--- config.mk ---
export PLATFORM = sky130hd
export DESIGN_NAME = pipeline_hazard_ctrl
export DESIGN_NICKNAME = d
export VERILOG_FILES = /design/src/rtl/pipeline_hazard_ctrl_pkg.sv /design/src/rtl/pipeline_hazard_ctrl_sat.sv /design/src/rtl/pipeline_hazard_ctrl.sv
export SDC_FILE = /design/constraint.sdc
export NUM_CORES = 1
export LEC_CHECK = 0
export CAP_MARGIN = 25
export CORE_MARGIN = 5
export CORE_UTILIZATION = 45
export DETAILED_ROUTE_END_ITERATION = 8
export PLACE_DENSITY_LB_ADDON = 0.25
export SLEW_MARGIN = 20
export SYNTH_ARGS = -nofsm -noshare
export SYNTH_HDL_FRONTEND = slang
export SYNTH_HIERARCHICAL = 1
export SYNTH_SLANG_ARGS = --single-unit
--- constraint.sdc ---
create_clock -name clk -period 8.24 [get_ports clk]
set_input_delay 1.236 -clock clk [delete_from_list [all_inputs] [get_ports clk]]
set_output_delay 1.236 -clock clk [all_outputs]
set_load 0.02 [all_outputs]
--- src/rtl/pipeline_hazard_ctrl_pkg.sv ---
// Shared types for the hazard controller: DMEM wait FSM encoding, the bubble
// control word loaded by flushed pipeline registers, and the load-use compare.
package pipeline_hazard_ctrl_pkg;

    typedef enum logic [1:0] {
        ST_RUN   = 2'd0,
        ST_DWAIT = 2'd1,
        ST_ERR   = 2'd2
    } hz_state_e;

    typedef struct packed {
        logic       reg_write;
        logic       mem_read;
        logic       mem_write;
        logic       branch;
        logic       branch_n;
        logic       jump;
        logic       alu_src;
        logic [1:0] result_src;
        logic [2:0] alu_ctrl;
    } pipe_ctrl_t;

    // A flushed register loads this: nothing writes, nothing redirects.
    localparam pipe_ctrl_t NOP_CTRL = '0;

    function automatic logic load_use_hit(
        input logic       mem_read_ex,
        input logic [4:0] rd_ex,
        input logic [4:0] rs1_id,
        input logic       rs1_used_id,
        input logic [4:0] rs2_id,
        input logic       rs2_used_id
    );
        return mem_read_ex && (rd_ex != 5'd0) &&
               ((rs1_used_id && (rs1_id == rd_ex)) ||
                (rs2_used_id && (rs2_id == rd_ex)));
    endfunction

endpackage

--- src/rtl/pipeline_hazard_ctrl_sat.sv ---
// Saturating up-counter: sticks at all-ones, cleared by synchronous reset.
module sat_counter #(
    parameter int CNT_W = 32
) (
    input  logic             clk,
    input  logic             rst,
    input  logic             inc_i,
    output logic [CNT_W-1:0] cnt_o
);

    logic [CNT_W-1:0] cnt_q;

    always_ff @(posedge clk) begin
        if (rst) begin
            cnt_q <= '0;
        end else if (inc_i && (cnt_q != '1)) begin
            cnt_q <= cnt_q + CNT_W'(1);
        end
    end

    assign cnt_o = cnt_q;

endmodule

--- src/rtl/pipeline_hazard_ctrl.sv ---
// Stall/flush sequencer for the 5-stage pipeline; enables/flushes are combinational,
// the DMEM timeout FSM, bus_err and performance counters are registered.
module pipeline_hazard_ctrl
    import pipeline_hazard_ctrl_pkg::*;
#(
    parameter int DMEM_TIMEOUT = 16,
    parameter int CNT_W        = 32
) (
    input  logic             clk,
    input  logic             rst,
    input  logic             PCSrc_Mem,
    input  logic             MemRead_Ex,
    input  logic [4:0]       rd_Ex,
    input  logic [4:0]       rs1_Id,
    input  logic [4:0]       rs2_Id,
    input  logic             rs1_used_Id,
    input  logic             rs2_used_Id,
    input  logic             dmem_req_Mem,
    input  logic             dmem_ready,
    input  logic             imem_ready,
    output logic             PC_en,
    output logic             IFID_en,
    output logic             IDEX_en,
    output logic             EXMEM_en,
    output logic             MEMWB_en,
    output logic             IFID_flush,
    output logic             IDEX_flush,
    output logic             EXMEM_flush,
    output logic             MEMWB_flush,
    output logic             bus_err,
    output logic [CNT_W-1:0] stall_cnt,
    output logic [CNT_W-1:0] flush_cnt
);

    localparam int              WCW       = $clog2(DMEM_TIMEOUT);
    localparam logic [WCW-1:0]  WAIT_LAST = WCW'(DMEM_TIMEOUT - 1);

    hz_state_e      state_q;
    logic [WCW-1:0] wait_cnt_q;
    logic           bus_err_q;

    logic dwait, redirect, lu, ifwait, freeze, redirect_apply;

    assign dwait    = dmem_req_Mem && !dmem_ready;
    assign redirect = PCSrc_Mem;
    assign lu       = load_use_hit(MemRead_Ex, rd_Ex, rs1_Id, rs1_used_Id,
                                   rs2_Id, rs2_used_Id);
    assign ifwait   = !imem_ready;

    // The ERR cycle releases the freeze even if the memory is still not ready.
    assign freeze         = dwait && (state_q != ST_ERR);
    assign redirect_apply = !rst && !freeze && redirect;

    always_comb begin
        PC_en       = 1'b1;
        IFID_en     = 1'b1;
        IDEX_en     = 1'b1;
        EXMEM_en    = 1'b1;
        MEMWB_en    = 1'b1;
        IFID_flush  = 1'b0;
        IDEX_flush  = 1'b0;
        EXMEM_flush = 1'b0;
        MEMWB_flush = 1'b0;
        if (rst) begin
            IFID_flush  = 1'b1;
            IDEX_flush  = 1'b1;
            EXMEM_flush = 1'b1;
            MEMWB_flush = 1'b1;
        end else if (freeze) begin
            PC_en       = 1'b0;
            IFID_en     = 1'b0;
            IDEX_en     = 1'b0;
            EXMEM_en    = 1'b0;
            MEMWB_flush = 1'b1;
        end else begin
            if (redirect) begin
                IFID_flush  = 1'b1;
                IDEX_flush  = 1'b1;
                EXMEM_flush = 1'b1;
            end else if (lu) begin
                PC_en      = 1'b0;
                IFID_en    = 1'b0;
                IDEX_flush = 1'b1;
            end else if (ifwait) begin
                PC_en      = 1'b0;
                IFID_flush = 1'b1;
            end
            // A timed-out access must not reach WB.
            if (state_q == ST_ERR) begin
                MEMWB_flush = 1'b1;
            end
        end
    end

    always_ff @(posedge clk) begin
        if (rst) begin
            state_q    <= ST_RUN;
            wait_cnt_q <= '0;
            bus_err_q  <= 1'b0;
        end else begin
            bus_err_q <= 1'b0;
            case (state_q)
                ST_RUN: begin
                    if (dwait) begin
                        state_q    <= ST_DWAIT;
                        wait_cnt_q <= '0;
                    end
                end
                ST_DWAIT: begin
                    if (!dwait) begin
                        state_q <= ST_RUN;
                    end else if (wait_cnt_q == WAIT_LAST) begin
                        state_q   <= ST_ERR;
                        bus_err_q <= 1'b1;
                    end else begin
                        wait_cnt_q <= wait_cnt_q + WCW'(1);
                    end
                end
                ST_ERR:  state_q <= ST_RUN;
                default: state_q <= ST_RUN;
            endcase
        end
    end

    assign bus_err = bus_err_q;

    sat_counter #(.CNT_W(CNT_W)) u_stall_cnt (
        .clk   (clk),
        .rst   (rst),
        .inc_i (!PC_en),
        .cnt_o (stall_cnt)
    );

    sat_counter #(.CNT_W(CNT_W)) u_flush_cnt (
        .clk   (clk),
        .rst   (rst),
        .inc_i (redirect_apply),
        .cnt_o (flush_cnt)
    );

endmodule
==> summary.txt <==
Synth
  • Synthesized netlist net count: 495
  • Cell type with the highest aggregate area in the netlist: sky130_fd_sc_hd__dfxtp_1
  • Cell types with the highest counts after synthesis: 71 x sky130_fd_sc_hd__dfxtp_1, 48 x sky130_fd_sc_hd__a21oi_1, 36 x sky130_fd_sc_hd__nor2_1
  • Unique cell type count in the Yosys netlist: 47
  • Post-synth EDFFs: 0
  • Number of flip-flops and latches in the synthesized netlist: just over 70
  • Post-synth top flop: sky130_fd_sc_hd__dfxtp_1
  • Synth Warn #: 6
  • Most common cell in the netlist: sky130_fd_sc_hd__dfxtp_1
  • Share of the synthesized area in compound gates (AO/OA/AOI/OAI): 18.8%
  • Fraction of synthesized cell area taken by the top area cell type: 36.6%
  • Mapped Cells: 468
  • Ranking of synthesized cells by area: sky130_fd_sc_hd__dfxtp_1 37%, sky130_fd_sc_hd__a21oi_1 6.2%, sky130_fd_sc_hd__o31ai_1 4.6%, sky130_fd_sc_hd__or4_1 4.6%, sky130_fd_sc_hd__nand3_1 3.7%
  • Adder and majority cell fraction of the synthesized area: 0.968%
  • Largest family of logic cells by synthesized area: simple AND/OR/NAND/NOR gates
  • Avg Inst Size Synth: between 8 and 9 sq um
  • Parity-gate share of the synthesized area counting xor and xnor cells: 5.42%
  • Cell area after synthesis: roughly 3900 sq um
  • Simple-gate area share of the yosys netlist: 32.5%
  • Sequential-to-total area share from yosys stat: between 30% and 40%
  • Async set or reset register ratio after synthesis: 0%
  • Share of cell area taken by muxes after synthesis: 2.23%

Pwr
  • Clock share of power: about 43%
  • Post-route total power: 0.000688 W
  • Int Pwr: 0.000532 W
  • Sequential power share: 50.4%
  • Net switching power figure: about 0.00016 W
  • Power per cell area: 135 nW/um^2
  • Leak Pwr: approximately 1.6 nW
  • Logic pwr share: 7.1%
  • Switching fraction of total power: 22.7%
  • Peak supply drop: 0.0683 mV

Floorplanning
  • Die height: 103 um
  • Initial Utilization: a little under half
  • Horiz. Die Dim: 103 um
  • I/O pin total: 98
  • Floorplan core area: 8300 sq um
  • Total die area: approximately 11,000 sq um
  • Std cell rows: 33

Clock network
  • Cts-stage hold buffer count: 0
  • TritonCTS buffer count: 9
  • Number of instances resized during post-cts repair: 0
  • H-tree depth: 3
  • Number of sinks driven by the clock tree: 71
  • Clk Tree Root Cell: sky130_fd_sc_hd__clkbuf_8
  • Setup fix buffers added after clock tree synthesis: 0
  • CTS max path bufs: 2
  • Clock insertion delay at the later pin of the skew report: 0.34 ns
  • Clock slew seen by the registers of the worst setup and hold paths: 0.08 ns
  • CTS tree: done

Placement
  • Final weighted congestion of routability-driven global placement: slightly above 0.8
  • Detail Placement HPWL: 7.50 mm
  • Number of buffer cells added on primary ports: 96

Timing
  • Total setup violations reported at the end of the flow: 0
  • Final Hold Viols: 0
  • Final critical delay including setup and external delays: 4.66 ns
  • Worst hold slack: around 0.5 ns
  • Achievable Freq: 215 MHz
  • Unrepaired setup endpoints after global routing: no
  • Relative slew slack: 51.1%
  • Actual slew at the worst max-slew pin: 0.734 ns
  • Aggregate negative setup slack: 0 ns
  • Layout Skew: 0.0131 ns
  • Period Utilization, post-route: a little under three fifths
  • Final number of max-transition violations: 0

Routing
  • Antenna violation net count after detailed routing: 0
  • Number of DRC violations after detailed routing: 0
  • Sum of routed wire length over all layers: 10.5 mm
  • DRT iter0 DRCs: 193
  • Via density: between 6 and 7
  • Length of the first detailed-routing pass in iterations: 5
  • Vias: between 3k and 4k
  • Avg WL per Cell: 15.8 um

Layout
  • Nets@finish: 580
  • Register area: 1420 sq um
  • Footprint of the multi-input gates: 2350 sq um
  • Layout filler cell count: about 730
  • Fraction of final layout cells with drive strength greater than 1: roughly 7.3%
  • Antenna cells: 0
  • Synth-to-layout area growth: 31.7%

Global routing
  • Global-route wire length before repair: 17.2 mm
  • All-Layer GR Usage: 20.0%
  • Number of antenna violations at the first check in global routing: 0
  • Via count of the first global-routing pass: 3,644
  • Overall overflow remaining after global route: 0
  • Pin count of the biggest net entering global routing: 47

Min path
  • Source of the worst hold timing path: u_stall_cnt/cnt_o[15]
  • Worst hold path type: register to register

Critical path
  • Critical path peak fanout: 5
  • Critical path start-end classification: primary input to output pin
  • Crit end category: output pin
  • CP Data Required Time: 7.00 ns
  • Data arrival time of the critical path: 3.42 ns
  • Startpoint of the worst-slack reg-to-reg timing path: state_q[0]
  • Flop-to-flop setup slack: 5.07 ns
  • Critical Path Start Type: primary input
  • Worst setup path startpoint: rd_Ex[1]

Status
  • Result of the run: finished, final reports clean

Flow run
  • Maximum Capacitance Violations: 0
routing by layer:
metal	track usage, %	part of all wire (%)	vias to the layer above
li1	-	-	1949
met1	26.1	44	1871
met2	32.0	47	154
met3	5.01	7.6	13
met4	7.77	1.6	0
met5	0	0	-
cell type report:
type                    instances  area share [%]
multi-input cells             366            45.9
flip-flops and latches         71            27.8
repair buffers                 99            19.1
clock buffers                  13            3.31
well taps                     105            2.57
clock inverters                 3           0.784
inverters                       6           0.441
sequential cells by signal, summed over array words and instances, names as in the netlist:
| name | flops |
|---|---|
| wait_cnt_q | 4 |
| u_flush_cnt/cnt_o | 32 |
| u_stall_cnt/cnt_o | 32 |
| bus_err | 1 |
| state_q | 2 |
path summary, 6_finish.rpt:
kind | to | cells past startpoint
setup / recovery | PC_en | 6
hold reg to reg | u_stall_cnt/cnt_o[15] | 2
setup reg to reg | u_stall_cnt/cnt_o[31] | 8
hold / removal | u_stall_cnt/cnt_o[15] | 2
metrics by stage:
stage	worst slack, ns	cells	util (%)	cell area [sq um]
final	3.58	663	61.6	5110
after global routing	3.44	663	61.6	5110
after CTS	3.60	663	61.5	5100
after detailed placement	3.54	647	58.9	4890
after global placement	3.64	647	58.9	4890
after floorplan	4.48	468	-	3880
cells in the final DEF, fill, tap and decap left out, types with 3 or more instances in the layout:
cell / synthesis / routed
sky130_fd_sc_hd__and3_1: 7 / 7
sky130_fd_sc_hd__or3_1: 20 / 20
sky130_fd_sc_hd__nand2_1: 26 / 26
sky130_fd_sc_hd__ha_1: 3 / 3
sky130_fd_sc_hd__and4_1: 8 / 8
sky130_fd_sc_hd__nor4_2: 2 / 3
sky130_fd_sc_hd__a2111oi_0: 4 / 4
sky130_fd_sc_hd__nor2b_1: 5 / 5
sky130_fd_sc_hd__nor2_1: 36 / 36
sky130_fd_sc_hd__nand3_1: 29 / 29
sky130_fd_sc_hd__or4_1: 24 / 24
sky130_fd_sc_hd__dfxtp_1: 71 / 71
sky130_fd_sc_hd__nor3_1: 9 / 9
sky130_fd_sc_hd__clkbuf_8: 0 / 12
sky130_fd_sc_hd__nand4_1: 21 / 21
sky130_fd_sc_hd__xor2_1: 10 / 10
sky130_fd_sc_hd__o21ai_0: 20 / 20
sky130_fd_sc_hd__nor4_1: 10 / 8
sky130_fd_sc_hd__mux2_2: 3 / 3
sky130_fd_sc_hd__xnor2_1: 14 / 14
sky130_fd_sc_hd__buf_4: 2 / 3
sky130_fd_sc_hd__a211oi_1: 4 / 4
sky130_fd_sc_hd__nor3b_1: 4 / 4
sky130_fd_sc_hd__clkdlybuf4s50_1: 0 / 95
sky130_fd_sc_hd__inv_1: 6 / 6
sky130_fd_sc_hd__o31ai_1: 24 / 24
sky130_fd_sc_hd__mux2i_1: 3 / 3
sky130_fd_sc_hd__a21oi_1: 48 / 48
sky130_fd_sc_hd__nand2b_1: 3 / 3
power by group through the flow:
stage	combinational [W]	clock, W	sequential (W)
6_report	0.0000490	0.000293	0.000347
5_1_grt	0.0000528	0.000311	0.000347
4_1_cts	0.0000494	0.000299	0.000347
3_5_place_dp	0.0000490	0	0.000355
3_3_place_gp	0.0000481	0	0.000355
2_1_floorplan	0.0000237	0	0.000356
critical path, cell delays in order:
cell,delay (ns)
sky130_fd_sc_hd__clkdlybuf4s50_1,0.48
sky130_fd_sc_hd__or4_4,0.56
sky130_fd_sc_hd__o21ai_2,0.15
sky130_fd_sc_hd__a21oi_2,0.08
sky130_fd_sc_hd__a211oi_1,0.27
sky130_fd_sc_hd__clkdlybuf4s50_1,0.65
logic make-up after synthesis:
family          Yosys count
mux                       8
compound gates          113
buf+inv                  31
xor+xnor                 24
simple gates            217
fa+ha+maj                 3
flops                    71
other cells               1
Note: power is estimated with default switching activity, not from simulation.
